<file path="src/rtl/alu_seq_if.sv">
// Purpose: bundles the request, response and ALU-side signals of the
//          byte-serial ALU sequencer into one interface.
// Ports:   slave = sequencer view; master = requester/ALU (environment) view.
interface alu_seq_if #(
  parameter int BYTES = 2
);
  localparam int W = 8 * BYTES;

  // requester -> sequencer
  logic         req_valid;
  logic         req_ready;
  logic [2:0]   req_op;
  logic [W-1:0] req_a;
  logic [W-1:0] req_b;
  logic         req_cin;

  // sequencer -> consumer
  logic         rsp_valid;
  logic         rsp_ready;
  logic [W-1:0] rsp_f;
  logic         rsp_carry;
  logic         rsp_zero;
  logic         rsp_ovf;

  // sequencer <-> ALU slice
  logic         alu_en;
  logic         alu_i3;
  logic         alu_i4;
  logic         alu_i5;
  logic         alu_c_in;
  logic [7:0]   alu_r;
  logic [7:0]   alu_s;
  logic [7:0]   alu_f;
  logic         alu_zero;
  logic         alu_c_out;
  logic         alu_overflow;

  modport slave (
    input  req_valid, req_op, req_a, req_b, req_cin, rsp_ready,
           alu_f, alu_zero, alu_c_out, alu_overflow,
    output req_ready, rsp_valid, rsp_f, rsp_carry, rsp_zero, rsp_ovf,
           alu_en, alu_i3, alu_i4, alu_i5, alu_c_in, alu_r, alu_s
  );

  modport master (
    output req_valid, req_op, req_a, req_b, req_cin, rsp_ready,
           alu_f, alu_zero, alu_c_out, alu_overflow,
    input  req_ready, rsp_valid, rsp_f, rsp_carry, rsp_zero, rsp_ovf,
           alu_en, alu_i3, alu_i4, alu_i5, alu_c_in, alu_r, alu_s
  );
endinterface

</file>
<file path="src/rtl/alu_seq.sv">
// Purpose: accepts a BYTES-wide op on a valid/ready request, runs it through an
//          8-bit ALU slice one byte per pass (LSB first, carry chained), and
//          returns the assembled result and flags on a valid/ready response.
// Latency: rsp_valid rises BYTES cycles after the accept edge (2*BYTES with
//          ALU_SEQ_SETTLE_EN defined: each byte gets a settle cycle before capture).
// Backpressure: req_ready is low outside IDLE; response is held stable in RESP
//          until rsp_ready.
// Ports:   clk, rst (async, active high); bus = alu_seq_if.slave carrying the
//          req_*, rsp_* and alu_* signals.
module alu_seq #(
  parameter int BYTES = 2
) (
  input logic     clk,
  input logic     rst,
  alu_seq_if.slave bus
);
  localparam int W  = 8 * BYTES;
  localparam int IW = (BYTES > 1) ? $clog2(BYTES) : 1;

  typedef enum logic [1:0] {IDLE, EXEC, RESP} state_t;

  state_t        r_state;
  logic [IW-1:0] r_idx;
  logic [W-1:0]  r_a;       // operands shift right one byte per pass
  logic [W-1:0]  r_b;
  logic [W-1:0]  r_f;
  logic          r_carry;
  logic          r_zacc;
  logic          r_ovf;
  logic          r_req_ready;
  logic          r_rsp_valid;
  logic          r_alu_en;
  logic          r_alu_c_in;
  logic [2:0]    r_alu_i;
  logic [7:0]    r_alu_r;
  logic [7:0]    r_alu_s;

  logic [W-1:0]  w_a_nxt;
  logic [W-1:0]  w_b_nxt;
  logic          w_last;
  logic          w_capture;

  assign w_a_nxt = r_a >> 8;
  assign w_b_nxt = r_b >> 8;
  assign w_last  = (r_idx == IW'(BYTES - 1));

`ifdef ALU_SEQ_SETTLE_EN
  // r_phase=0: settle cycle (operands driven, no capture); r_phase=1: capture.
  logic r_phase;
  assign w_capture = r_phase;
`else
  assign w_capture = 1'b1;
`endif

  always_ff @(posedge clk or posedge rst) begin
    if (rst) begin
      r_state     <= IDLE;
      r_idx       <= '0;
      r_a         <= '0;
      r_b         <= '0;
      r_f         <= '0;
      r_carry     <= 1'b0;
      r_zacc      <= 1'b0;
      r_ovf       <= 1'b0;
      r_req_ready <= 1'b1;
      r_rsp_valid <= 1'b0;
      r_alu_en    <= 1'b0;
      r_alu_c_in  <= 1'b0;
      r_alu_i     <= '0;
      r_alu_r     <= '0;
      r_alu_s     <= '0;
`ifdef ALU_SEQ_SETTLE_EN
      r_phase     <= 1'b0;
`endif
    end else begin
      case (r_state)
        IDLE: begin
          if (bus.req_valid) begin
            // Byte 0 is presented to the ALU in the very next cycle.
            r_a         <= bus.req_a;
            r_b         <= bus.req_b;
            r_alu_r     <= bus.req_a[7:0];
            r_alu_s     <= bus.req_b[7:0];
            r_alu_c_in  <= bus.req_cin;
            r_alu_i     <= bus.req_op;
            r_zacc      <= 1'b1;
            r_idx       <= '0;
            r_alu_en    <= 1'b1;
            r_req_ready <= 1'b0;
`ifdef ALU_SEQ_SETTLE_EN
            r_phase     <= 1'b0;
`endif
            r_state     <= EXEC;
          end
        end
        EXEC: begin
          if (w_capture) begin
            r_f[8*r_idx +: 8] <= bus.alu_f;
            r_carry           <= bus.alu_c_out;
            r_zacc            <= r_zacc & bus.alu_zero;
            r_ovf             <= bus.alu_overflow;
`ifdef ALU_SEQ_SETTLE_EN
            r_phase           <= 1'b0;
`endif
            if (w_last) begin
              // Release the bus and park the ALU drive at zero.
              r_alu_en    <= 1'b0;
              r_alu_r     <= '0;
              r_alu_s     <= '0;
              r_alu_c_in  <= 1'b0;
              r_alu_i     <= '0;
              r_rsp_valid <= 1'b1;
              r_state     <= RESP;
            end else begin
              // The registered c_in for the next byte is the carry-out just captured.
              r_idx      <= r_idx + 1'b1;
              r_a        <= w_a_nxt;
              r_b        <= w_b_nxt;
              r_alu_r    <= w_a_nxt[7:0];
              r_alu_s    <= w_b_nxt[7:0];
              r_alu_c_in <= bus.alu_c_out;
            end
          end else begin
`ifdef ALU_SEQ_SETTLE_EN
            r_phase <= 1'b1;
`endif
          end
        end
        RESP: begin
          if (bus.rsp_ready) begin
            r_rsp_valid <= 1'b0;
            r_req_ready <= 1'b1;
            r_state     <= IDLE;
          end
        end
        default: begin
          r_state     <= IDLE;
          r_alu_en    <= 1'b0;
          r_rsp_valid <= 1'b0;
          r_req_ready <= 1'b1;
        end
      endcase
    end
  end

  assign bus.req_ready = r_req_ready;
  assign bus.rsp_valid = r_rsp_valid;
  assign bus.rsp_f     = r_f;
  assign bus.rsp_carry = r_carry;
  assign bus.rsp_zero  = r_zacc;
  assign bus.rsp_ovf   = r_ovf;
  assign bus.alu_en    = r_alu_en;
  assign bus.alu_i3    = r_alu_i[0];
  assign bus.alu_i4    = r_alu_i[1];
  assign bus.alu_i5    = r_alu_i[2];
  assign bus.alu_c_in  = r_alu_c_in;
  assign bus.alu_r     = r_alu_r;
  assign bus.alu_s     = r_alu_s;
endmodule

</file>
<file path="src/flat_wrapper.sv">
// flat-port wrapper written by rule: the top's interface ports become plain ports
module alu_seq_flat 
#(
  parameter int BYTES = 2
)
  (clk, rst, bus_req_valid, bus_req_op, bus_req_a, bus_req_b, bus_req_cin, bus_rsp_ready, bus_alu_f, bus_alu_zero, bus_alu_c_out, bus_alu_overflow, bus_req_ready, bus_rsp_valid, bus_rsp_f, bus_rsp_carry, bus_rsp_zero, bus_rsp_ovf, bus_alu_en, bus_alu_i3, bus_alu_i4, bus_alu_i5, bus_alu_c_in, bus_alu_r, bus_alu_s);
  alu_seq_if #(.BYTES(BYTES)) bus_i ();
  input logic clk;
  input logic rst;
  input wire logic [$bits(bus_i.req_valid)-1:0] bus_req_valid;
  input wire logic [$bits(bus_i.req_op)-1:0] bus_req_op;
  input wire logic [$bits(bus_i.req_a)-1:0] bus_req_a;
  input wire logic [$bits(bus_i.req_b)-1:0] bus_req_b;
  input wire logic [$bits(bus_i.req_cin)-1:0] bus_req_cin;
  input wire logic [$bits(bus_i.rsp_ready)-1:0] bus_rsp_ready;
  input wire logic [$bits(bus_i.alu_f)-1:0] bus_alu_f;
  input wire logic [$bits(bus_i.alu_zero)-1:0] bus_alu_zero;
  input wire logic [$bits(bus_i.alu_c_out)-1:0] bus_alu_c_out;
  input wire logic [$bits(bus_i.alu_overflow)-1:0] bus_alu_overflow;
  output wire logic [$bits(bus_i.req_ready)-1:0] bus_req_ready;
  output wire logic [$bits(bus_i.rsp_valid)-1:0] bus_rsp_valid;
  output wire logic [$bits(bus_i.rsp_f)-1:0] bus_rsp_f;
  output wire logic [$bits(bus_i.rsp_carry)-1:0] bus_rsp_carry;
  output wire logic [$bits(bus_i.rsp_zero)-1:0] bus_rsp_zero;
  output wire logic [$bits(bus_i.rsp_ovf)-1:0] bus_rsp_ovf;
  output wire logic [$bits(bus_i.alu_en)-1:0] bus_alu_en;
  output wire logic [$bits(bus_i.alu_i3)-1:0] bus_alu_i3;
  output wire logic [$bits(bus_i.alu_i4)-1:0] bus_alu_i4;
  output wire logic [$bits(bus_i.alu_i5)-1:0] bus_alu_i5;
  output wire logic [$bits(bus_i.alu_c_in)-1:0] bus_alu_c_in;
  output wire logic [$bits(bus_i.alu_r)-1:0] bus_alu_r;
  output wire logic [$bits(bus_i.alu_s)-1:0] bus_alu_s;
  assign bus_i.req_valid = bus_req_valid;
  assign bus_i.req_op = bus_req_op;
  assign bus_i.req_a = bus_req_a;
  assign bus_i.req_b = bus_req_b;
  assign bus_i.req_cin = bus_req_cin;
  assign bus_i.rsp_ready = bus_rsp_ready;
  assign bus_i.alu_f = bus_alu_f;
  assign bus_i.alu_zero = bus_alu_zero;
  assign bus_i.alu_c_out = bus_alu_c_out;
  assign bus_i.alu_overflow = bus_alu_overflow;
  assign bus_req_ready = bus_i.req_ready;
  assign bus_rsp_valid = bus_i.rsp_valid;
  assign bus_rsp_f = bus_i.rsp_f;
  assign bus_rsp_carry = bus_i.rsp_carry;
  assign bus_rsp_zero = bus_i.rsp_zero;
  assign bus_rsp_ovf = bus_i.rsp_ovf;
  assign bus_alu_en = bus_i.alu_en;
  assign bus_alu_i3 = bus_i.alu_i3;
  assign bus_alu_i4 = bus_i.alu_i4;
  assign bus_alu_i5 = bus_i.alu_i5;
  assign bus_alu_c_in = bus_i.alu_c_in;
  assign bus_alu_r = bus_i.alu_r;
  assign bus_alu_s = bus_i.alu_s;
  alu_seq #(.BYTES(BYTES)) u_core (.clk(clk), .rst(rst), .bus(bus_i));
endmodule
</file>
<file path="config.mk">
export PLATFORM = sky130hd
export DESIGN_NAME = alu_seq_flat
export DESIGN_NICKNAME = d
export VERILOG_FILES = /design/src/rtl/alu_seq_if.sv /design/src/rtl/alu_seq.sv /design/src/flat_wrapper.sv
export SDC_FILE = /design/constraint.sdc
export NUM_CORES = 1
export LEC_CHECK = 0
export ABC_AREA = 1
export BUFFER_PORTS_ARGS = -buffer_cell sky130_fd_sc_hd__buf_2
export CAP_MARGIN = 20
export CORE_MARGIN = 5
export CORE_UTILIZATION = 45
export CTS_CLUSTER_DIAMETER = 30
export CTS_CLUSTER_SIZE = 40
export DETAILED_ROUTE_END_ITERATION = 8
export GPL_TIMING_DRIVEN = 0
export PLACE_DENSITY = 0.76
export SLEW_MARGIN = 30
export SYNTH_ARGS = -nofsm -noshare
export SYNTH_HDL_FRONTEND = slang
export SYNTH_SLANG_ARGS = --single-unit
</file>
<file path="constraint.sdc">
create_clock -name clk -period 1.72 [get_ports clk]
set_input_delay 0.258 -clock clk [delete_from_list [all_inputs] [get_ports clk]]
set_output_delay 0.258 -clock clk [all_outputs]
set_load 0.1 [all_outputs]
</file>
After elaboration in Yosys (flattened, before gate mapping)
Cells that the tools add are included.
{"block": "totals", "output_inout_bits": 42, "in_bits": 51, "word_cells": 73, "reg_bits": 77}
{"block": "classes", "n_mux": 35, "eq_ne": 6, "n_addsub": 2, "n_bitwise": 4, "n_reduce_logical": 9, "n_shift": 2}
{"operator": "$mux W16", "n": 4}
{"operator": "$pmux W16 S2", "n": 2}
{"operator": "$neg A4 Y34", "n": 1}
{"operator": "$shift A8 B34 Y16 const A", "n": 1}
{"operator": "$shiftx A8 B34 Y16", "n": 1}
{"operator": "$mux W8", "n": 4}
{"operator": "$pmux W8 S2", "n": 2}
{"operator": "$reduce_and A3 Y1", "n": 6}
{"operator": "$bwmux W16", "n": 1}
{"operator": "$mux W1", "n": 9}
{"operator": "$pmux W1 S3", "n": 3}
{"operator": "$mux W2", "n": 3}
{"operator": "$mux W3", "n": 2}
{"operator": "$ne A2 B2 Y1 const B", "n": 3}
{"operator": "$pmux W1 S2", "n": 3}
{"operator": "$pmux W2 S3", "n": 1}
{"operator": "$pmux W3 S2", "n": 1}
{"operator": "$not A1 Y1", "n": 3}
{"operator": "$eq A2 B1 Y1 const B", "n": 1}
{"operator": "$eq A2 B2 Y1 const B", "n": 1}
{"operator": "$logic_not A2 Y1", "n": 1}
{"operator": "$ne A2 B1 Y1 const B", "n": 1}
{"operator": "$reduce_and A2 Y1", "n": 1}
{"operator": "$reduce_bool A2 Y1", "n": 1}
{"operator": "2 further kinds", "n": 2}

Longest topological paths before layout
Gate-level depths: netlist of the first run.
{"block": "depth", "word_depth": 3, "depth_mapped": 8, "mapped_depth_nobuf": 6}

Worst setup path before layout of the first run
No wires, ideal clock.
{"block": "synth_timing", "path_type": "register to register", "start": "register u_core.r_zacc, in the netlist u_core.bus.rsp_zero", "end": "register u_core.r_zacc, in the netlist u_core.bus.rsp_zero", "n_path_buf": 0, "t_arrival_ps": 1169, "stages_incl_launch_ff": 3, "setup_ps": 69, "period_less_slack_ps": 1239, "t_required_ps": 1651, "path_slack_ps": 481, "path_cell_list": "dfrtp_1 -> o21ai_0 -> nand2_1"}
{"block": "synth_via", "elab_chain_len": 2}
{"item": "start: declaration", "line_no": "alu_seq.sv:28", "source": "logic r_zacc;"}
{"item": "start signal: assignment", "line_no": "alu_seq.sv:100", "source": "r_zacc <= r_zacc & bus.alu_zero;"}
{"item": "$and A1 B1 Y1", "line_no": "alu_seq.sv:100"}
{"item": "$pmux W1 S2", "line_no": "alu_seq.sv:76", "source": "case (r_state)"}
No other way between the ends.
A chain may end at the register's enable or synchronous reset.

Final worst setup path of the first run
{"block": "layout_timing", "start": "register u_core.r_req_ready, in the netlist u_core.bus.req_ready", "end": "output bus_req_ready"}
{"item": "start: declaration", "line_no": "alu_seq.sv:30", "source": "logic r_req_ready;"}
{"item": "start signal: assignment", "line_no": "alu_seq.sv:65", "source": "r_req_ready <= 1'b1;"}
{"item": "start signal: assignment", "line_no": "alu_seq.sv:89", "source": "r_req_ready <= 1'b0;"}
{"item": "start signal: assignment", "line_no": "alu_seq.sv:132", "source": "r_req_ready <= 1'b1;"}
{"item": "end: declaration", "line_no": "flat_wrapper.sv:20", "source": "output wire logic [$bits(bus_i.req_ready)-1:0] bus_req_ready;"}
No word-level cell between the ends.

==> tab_implementation.tex, run 1 <==
\begin{tabular}{lr}
\hline
Metric & Value \\
\hline
\multicolumn{2}{l}{\textbf{Finish}} \\
Layout area overhead & 31.10\% \\
Number of antenna repair diodes & 0 \\
Fraction of layout cells with a size suffix above 1 & 31.14\% \\
Final core area utilization & 60.40\% \\
Post-layout nets & 502 \\
\multicolumn{2}{l}{\textbf{Placement}} \\
HPWL reported at the end of detailed placement & 5079 µm \\
Final weighted congestion in routability-driven placement & 0.8263 \\
Number of input and output port buffers inserted & 92 \\
\multicolumn{2}{l}{\textbf{Worst setup path}} \\
Worst Path Max Fanout & 2 \\
Buffers plus inverters on the worst setup path & 1 \\
Crit path arrival time & 1.28 ns \\
Category of the worst setup path launch point & flip-flop \\
Required time of the worst setup path & 1.46 ns \\
CP Cell Sequence & buf\_2 \\
Category of the critical setup timing path & flip-flop to output pin \\
Kind of capture point of the worst setup path & output pin \\
Cell family with the largest share of critical-path delay & flip-flops \\
Worst path slowest cell & dfstp\_2 \\
Maximum cell stage delay along the critical path & 0.53 ns \\
\multicolumn{2}{l}{\textbf{Synthesis}} \\
Adder and majority cell fraction of the synthesized area & 0\% \\
Average footprint of a synthesized cell & 7.906 µm² \\
Dominant cell type by area after synthesis & dfrtp\_1 \\
Async S/R FF share, synth & 100.0\% \\
Cell types with the highest counts after synthesis & nand2\_1, dfrtp\_1, inv\_1, nand3\_1, nor2\_1 \\
Multiplexer share of the synthesized area & 0\% \\
Synthesized-area fraction occupied by ao, oa, aoi and oai cells & 5.183\% \\
Synthesized flop and latch total & 61 \\
Dominant synthesized flop cell & dfrtp\_1 \\
Portion of the post-synthesis area used by sequential elements & 56.01\% \\
Combinational family with the most area after synthesis & simple AND/OR/NAND/NOR gates \\
Area share of the largest cell type after synthesis & 55.05\% \\
Total nets after synthesis & 396 \\
Leading cell types by total area after synthesis & dfrtp\_1, nand2\_1, inv\_1, nand3\_1, buf\_2 \\
Warnings from Yosys & 0 \\
Post-synthesis simple-gate area fraction & 30.60\% \\
Xor-xnor portion of the synthesized cell area & 0\% \\
EDFF count, synth & 0 \\
Post-synthesis cell count & 345 \\
Area of the mapped netlist & 2728 µm² \\
Leading cell type by number of instances after synthesis & nand2\_1 \\
Post-synth cell types & 18 \\
\multicolumn{2}{l}{\textbf{Die}} \\
Die width & 87.86 µm \\
Height of the die & 87.86 µm \\
Placement Rows & 28 \\
Area of the core & 5921 µm² \\
Initial core utilization & 46.07\% \\
Die Footprint & 7719 µm² \\
Io pins & 93 \\
\multicolumn{2}{l}{\textbf{STA}} \\
Number of pins with negative max-slew slack in the final report & 0 \\
Transition at the pin with the smallest max-transition slack & 0.4986 ns \\
RSZ-0062 raised after global routing & no \\
Worst slew margin relative to its limit & 66.99\% \\
Share of the cycle needed by the critical path after routing & 89.68\% \\
Number of hold violations in the final report & 0 \\
Tmin final & 1.542 ns \\
Accumulated negative setup slack & 0 ns \\
Final Skew & 0.008756 ns \\
Max Clk Rate & 648.3 MHz \\
Endpoints failing setup & 0 \\
\multicolumn{2}{l}{\textbf{Clock tree}} \\
Clock buffers created by TritonCTS & 9 \\
Cell at the root of the clock tree & clkbuf\_8 \\
Clock edge transition at the registers on the reported setup and hold paths & 0.07 ns \\
TritonCTS clock tree & yes \\
H-tree Lvls & 3 \\
Bufs on Longest Clock Path & 2 \\
Postcts setup bufs & 0 \\
Clock tree sinks & 61 \\
Insertion delay to the later sink of the worst-skew pair & 0.34 ns \\
\multicolumn{2}{l}{\textbf{Global routing}} \\
Overall fraction of global-route tracks in use & 18.19\% \\
Global-route wire length before repair & 10820 µm \\
Most utilized layer in the global route result & met2 \\
Met2 Use GR & 28.84\% \\
Maximum number of pins on one net before global-route repair & 23 \\
Vias in the first global route & 2352 \\
Initial antenna violation count & 0 \\
GR met1 Demand/Resource & 23.94\% \\
Residual overflow from global routing & 0 \\
Global routing usage on met3 & 4.139\% \\
\multicolumn{2}{l}{\textbf{Detailed routing}} \\
Post-detailed-routing wire length & 6532 µm \\
Vias after detailed routing & 2438 \\
Antenna violation net count after detailed routing & 0 \\
Detailed Route Iter0 Violations & 146 \\
Number of iterations in the first detailed-routing pass & 4 \\
Via-to-Cell Ratio & 4.591 \\
Mean routed wirelength per cell & 12.30 µm \\
Number of DRC violations after detailed routing & 0 \\
\multicolumn{2}{l}{\textbf{Run}} \\
\# Max-Cap Violations & 0 \\
\multicolumn{2}{l}{\textbf{Outcome}} \\
Run status & completed \\
\multicolumn{2}{l}{\textbf{Worst hold path}} \\
Type of the worst min-delay path & input pin to flip-flop \\
\hline
\end{tabular}
-- stage by stage --
| step | instances | hold slack, ns | cell area (µm²) | setup WS [ns] |
|---|---|---|---|---|
| CTS | 531 | 0.1066 | 3576 | 0.1552 |
| global placement | 512 | 0.4530 | 3286 | 0.3544 |
| global route | 531 | 0.1137 | 3576 | 0.1265 |
| floorplan | 345 | 0.3676 | 2731 | 0.4815 |
| detailed placement | 514 | 0.2961 | 3341 | 0.3490 |
| finish | 531 | 0.1198 | 3576 | 0.1775 |
-- flip-flops by register name, indices dropped and copies added (netlist names) --
register	flops
u_core.bus.alu_c_in	1
u_core.bus.alu_en	1
u_core.bus.alu_r	8
u_core.bus.alu_s	8
u_core.bus.req_ready	1
u_core.bus.rsp_carry	1
u_core.bus.rsp_f	16
u_core.bus.rsp_ovf	1
u_core.bus.rsp_valid	1
u_core.bus.rsp_zero	1
u_core.r_a	8
u_core.r_alu_i	3
u_core.r_b	8
u_core.r_idx	1
u_core.r_state	2
-- cells in the final DEF (no fill, tap or decap) --
cell and count:
dfstp_2 1, buf_16 2, nand2_2 2, inv_2 3, clkinvlp_4 3, bufinv_16 2, o21a_1 1, nor2_1 18
nand3_1 20, clkbuf_1 1, inv_1 29, buf_2 106, nand3_2 1, o21bai_1 1, clkinv_4 1, dlygate4sd3_1 1
dfrtp_1 60, clkbuf_8 10, buf_4 1, nor2_2 1, nand2_1 170, o21ai_2 7, o21ai_0 11, buf_6 2
o21ai_1 2
-- final timing paths --
kind	start	end	slack, ns	depth (start not counted)
min in group asynchronous	rst	u_core.bus.alu_s[7]	0.48	3
min reg2reg	u_core.bus.req_ready	u_core.bus.req_ready	0.47	2
max reg2reg	u_core.r_state[0]	u_core.bus.alu_s[5]	0.33	5
max	u_core.bus.req_ready	bus_req_ready	0.18	1
min	bus_req_op[0]	u_core.r_alu_i[0]	0.12	3
max in group asynchronous	rst	u_core.bus.req_ready	0.54	5
-- repair_timing --
action,4_1_cts,5_1_grt
setup endpoints to repair,0,0
hold buffers,1,0
hold endpoints to repair,18,0
resized for setup,0,0
-- logic make-up (layout without fill, tap and decap cells) --
kind of cell / Yosys count / in the layout
AO/OA/AOI/OAI: 22 / 22
buffers and inverters: 50 / 161
flip-flops: 61 / 61
AND/OR/NAND/NOR: 212 / 212
-- per-layer routing --
layer  up-vias  share of wire (%)  routed length [µm]
met5         -                  0                   0
met2        62                 46                3027
li1       1258                  -                   -
met4         0                2.1                 134
met1      1106                 46                2984
met3        12                5.9                 386
-- final cells by class --
| type | instances | area (µm²) |
|---|---|---|
| fill | 549 | 2345 |
| buffer | 17 | 100.1 |
| clock inverter | 5 | 83.83 |
| sequential | 61 | 1528 |
| inverter | 33 | 127.6 |
| multi-input combinational | 234 | 975.9 |
| clock buffer | 11 | 141.4 |
| timing repair buffer | 95 | 525.5 |
| tap | 75 | 93.84 |
Power of run 1 is left out: the tool's default activity adds up to more than one toggle a clock period on the data nets, which glitch-free logic cannot reach.
==> run 2: changes to the inputs <==
--- a/config.mk
+++ b/config.mk
@@ -9,12 +9,12 @@
 export BUFFER_PORTS_ARGS = -buffer_cell sky130_fd_sc_hd__buf_2
 export CAP_MARGIN = 20
 export CORE_MARGIN = 5
-export CORE_UTILIZATION = 45
+export CORE_UTILIZATION = 50
 export CTS_CLUSTER_DIAMETER = 30
 export CTS_CLUSTER_SIZE = 40
 export DETAILED_ROUTE_END_ITERATION = 8
 export GPL_TIMING_DRIVEN = 0
-export PLACE_DENSITY = 0.76
+export PLACE_DENSITY = 0.8
 export SLEW_MARGIN = 30
 export SYNTH_ARGS = -nofsm -noshare
 export SYNTH_HDL_FRONTEND = slang
==> constraint.sdc (replaced) <==
create_clock -name clk -period 1.7 [get_ports clk]
set_input_delay 0.255 -clock clk [delete_from_list [all_inputs] [get_ports clk]]
set_output_delay 0.255 -clock clk [all_outputs]
set_load 0.1 [all_outputs]
==> run 2 against run 1 <==
  * Sequential share of layout area increased by 0.81 points
  * Final cell count decreased by 1.3%
  * Final area decreased by 1.9%
  * Clock skew decreased by 0.0027 ns
  * Die area decreased by 8.9%
  * Register-to-register slack got worse by 0.04 ns
  * Worst hold slack improved by 0.0024 ns
  * First-iteration DRC count decreased by 32%
  * Critical path type unchanged
==> tab_implementation.tex, run 2 (synthesis results as in run 1) <==
\begin{tabular}{lr}
\hline
Metric & Value \\
\hline
\multicolumn{2}{l}{\textbf{Die}} \\
Area of the core & 5205 µm² (was 5921 µm²) \\
Placement Rows & 26 (was 28) \\
Io pins & 93 (unchanged) \\
Die Footprint & 7033 µm² (was 7719 µm²) \\
Height of the die & 83.86 µm (was 87.86 µm) \\
Initial core utilization & 52.40\% (was 46.07\%) \\
Die width & 83.86 µm (was 87.86 µm) \\
\multicolumn{2}{l}{\textbf{Worst setup path}} \\
Worst Path Max Fanout & 2 (unchanged) \\
Crit path arrival time & 1.28 ns (about the same) \\
Cell family with the largest share of critical-path delay & flip-flops (unchanged) \\
Category of the critical setup timing path & flip-flop to output pin (unchanged) \\
Maximum cell stage delay along the critical path & 0.53 ns (about the same) \\
Required time of the worst setup path & 1.44 ns (was 1.46 ns) \\
Worst path slowest cell & dfstp\_2 (unchanged) \\
Kind of capture point of the worst setup path & output pin (unchanged) \\
CP Cell Sequence & buf\_2 (unchanged) \\
Category of the worst setup path launch point & flip-flop (unchanged) \\
Buffers plus inverters on the worst setup path & 1 (unchanged) \\
\multicolumn{2}{l}{\textbf{STA}} \\
Number of hold violations in the final report & 0 (unchanged) \\
Share of the cycle needed by the critical path after routing & 90.42\% \\
RSZ-0062 raised after global routing & no (unchanged) \\
Endpoints failing setup & 0 (unchanged) \\
Max Clk Rate & 650.5 MHz \\
Worst slew margin relative to its limit & 67.19\% (was 66.99\%) \\
Number of pins with negative max-slew slack in the final report & 0 (unchanged) \\
Accumulated negative setup slack & 0 ns (unchanged) \\
Tmin final & 1.537 ns \\
Transition at the pin with the smallest max-transition slack & 0.4956 ns (was 0.4986 ns) \\
Final Skew & 0.006101 ns (was 0.008756 ns) \\
\multicolumn{2}{l}{\textbf{Finish}} \\
Commonest non-fill, non-tap cells in the layout & nand2\_1, buf\_2, dfrtp\_1 (unchanged) \\
Layout area overhead & 28.67\% (was 31.10\%) \\
Number of antenna repair diodes & 0 (unchanged) \\
Final core area utilization & 67.43\% (was 60.40\%) \\
Most common library cell in the layout ignoring fill and taps & nand2\_1 (unchanged) \\
Fraction of layout cells with a size suffix above 1 & 30.84\% (was 31.14\%) \\
Max reg flops & 16 (unchanged) \\
Post-layout nets & 502 (unchanged) \\
\multicolumn{2}{l}{\textbf{Detailed routing}} \\
Via-to-Cell Ratio & 4.653 (was 4.591) \\
Post-detailed-routing wire length & 6488 µm (was 6532 µm) \\
Number of iterations in the first detailed-routing pass & 4 (unchanged) \\
Number of DRC violations after detailed routing & 0 (unchanged) \\
Mean routed wirelength per cell & 12.38 µm (was 12.30 µm) \\
Detailed Route Iter0 Violations & 100 (was 146) \\
Vias after detailed routing & 2438 (unchanged) \\
Antenna violation net count after detailed routing & 0 (unchanged) \\
\multicolumn{2}{l}{\textbf{Run}} \\
\# Max-Cap Violations & 0 (unchanged) \\
\multicolumn{2}{l}{\textbf{Clock tree}} \\
Clock buffers created by TritonCTS & 9 (unchanged) \\
TritonCTS clock tree & yes (unchanged) \\
H-tree Lvls & 3 (unchanged) \\
Bufs on Longest Clock Path & 2 (unchanged) \\
Clock edge transition at the registers on the reported setup and hold paths & 0.06 ns (was 0.07 ns) \\
Insertion delay to the later sink of the worst-skew pair & 0.33 ns (was 0.34 ns) \\
Clock tree sinks & 61 (unchanged) \\
Cell at the root of the clock tree & clkbuf\_8 (unchanged) \\
\multicolumn{2}{l}{\textbf{Outcome}} \\
Run status & completed (unchanged) \\
\multicolumn{2}{l}{\textbf{Global routing}} \\
Overall fraction of global-route tracks in use & 19.84\% (was 18.19\%) \\
Vias in the first global route & 2513 (was 2352) \\
Residual overflow from global routing & 0 (unchanged) \\
Initial antenna violation count & 0 (unchanged) \\
Global-route wire length before repair & 11280 µm (was 10820 µm) \\
Maximum number of pins on one net before global-route repair & 24 (was 23) \\
\multicolumn{2}{l}{\textbf{Worst hold path}} \\
Type of the worst min-delay path & input pin to flip-flop (unchanged) \\
\multicolumn{2}{l}{\textbf{Placement}} \\
Final weighted congestion in routability-driven placement & 0.7471 (was 0.8263) \\
HPWL reported at the end of detailed placement & 4979 µm (was 5079 µm) \\
Number of input and output port buffers inserted & 92 (unchanged) \\
\hline
\end{tabular}
## run 2: cell count changes in the layout (fill, tap and decap cells not counted)
cell,before,now
clkbuf_8,10,11
bufinv_16,2,0
clkinv_2,0,2
clkinv_4,1,0
clkinvlp_4,3,1
## run 2: metrics by stage
stage / cells / cell area (µm²) / hold slack [ns] / worst slack (ns)
2_1_floorplan: 345 / 2731 / 0.3646 / 0.4615
3_3_place_gp: 507 / 3279 / 0.4543 / 0.3444
3_5_place_dp: 509 / 3334 / 0.2954 / 0.3046
4_1_cts: 524 / 3510 / 0.1119 / 0.1500
5_1_grt: 524 / 3510 / 0.1138 / 0.1258
6_report: 524 / 3510 / 0.1222 / 0.1628
## run 2: final timing paths
| check | slack (ns) | to | depth (start not counted) | startpoint |
|---|---|---|---|---|
| setup / recovery | 0.16 | bus_req_ready | 1 | u_core.bus.req_ready |
| hold / removal | 0.12 | u_core.r_a[12] | 3 | bus_req_a[12] |
| setup reg to reg | 0.29 | u_core.bus.alu_s[3] | 5 | u_core.r_state[0] |
| hold reg to reg | 0.47 | u_core.bus.req_ready | 2 | u_core.bus.req_ready |
| max in group asynchronous | 0.59 | u_core.r_a[12] | 5 | rst |
| min in group asynchronous | 0.48 | u_core.bus.alu_s[1] | 3 | rst |
## run 2: timing repair
item | in CTS | in global routing
hold buffers | 1 | 0
setup endpoints to repair | 0 | 0
hold endpoints to repair | 19 | 0
setup buffers | 0 | 0
gates resized for setup | 0 | 0
## run 2: final cells by class
type	count	area (µm²)
multi-input combinational	234	975.9
sequential	61	1528
clock buffer	12	155.1
clock inverter	2	10.01
timing repair buffer	95	525.5
tap	70	87.58
fill	459	1695
buffer	17	100.1
inverter	33	127.6
## run 2: per-layer routing
metal	wire [µm]	GRT usage (%)	share of wire (%)	vias up
li1	-	-	-	1252
met4	62	7.310	0.96	0
met2	3055	31.16	47	77
met5	0	0	0	-
met1	2939	26.44	45	1103
met3	430	5.232	6.6	6
Power of run 2 is left out for the same reason.
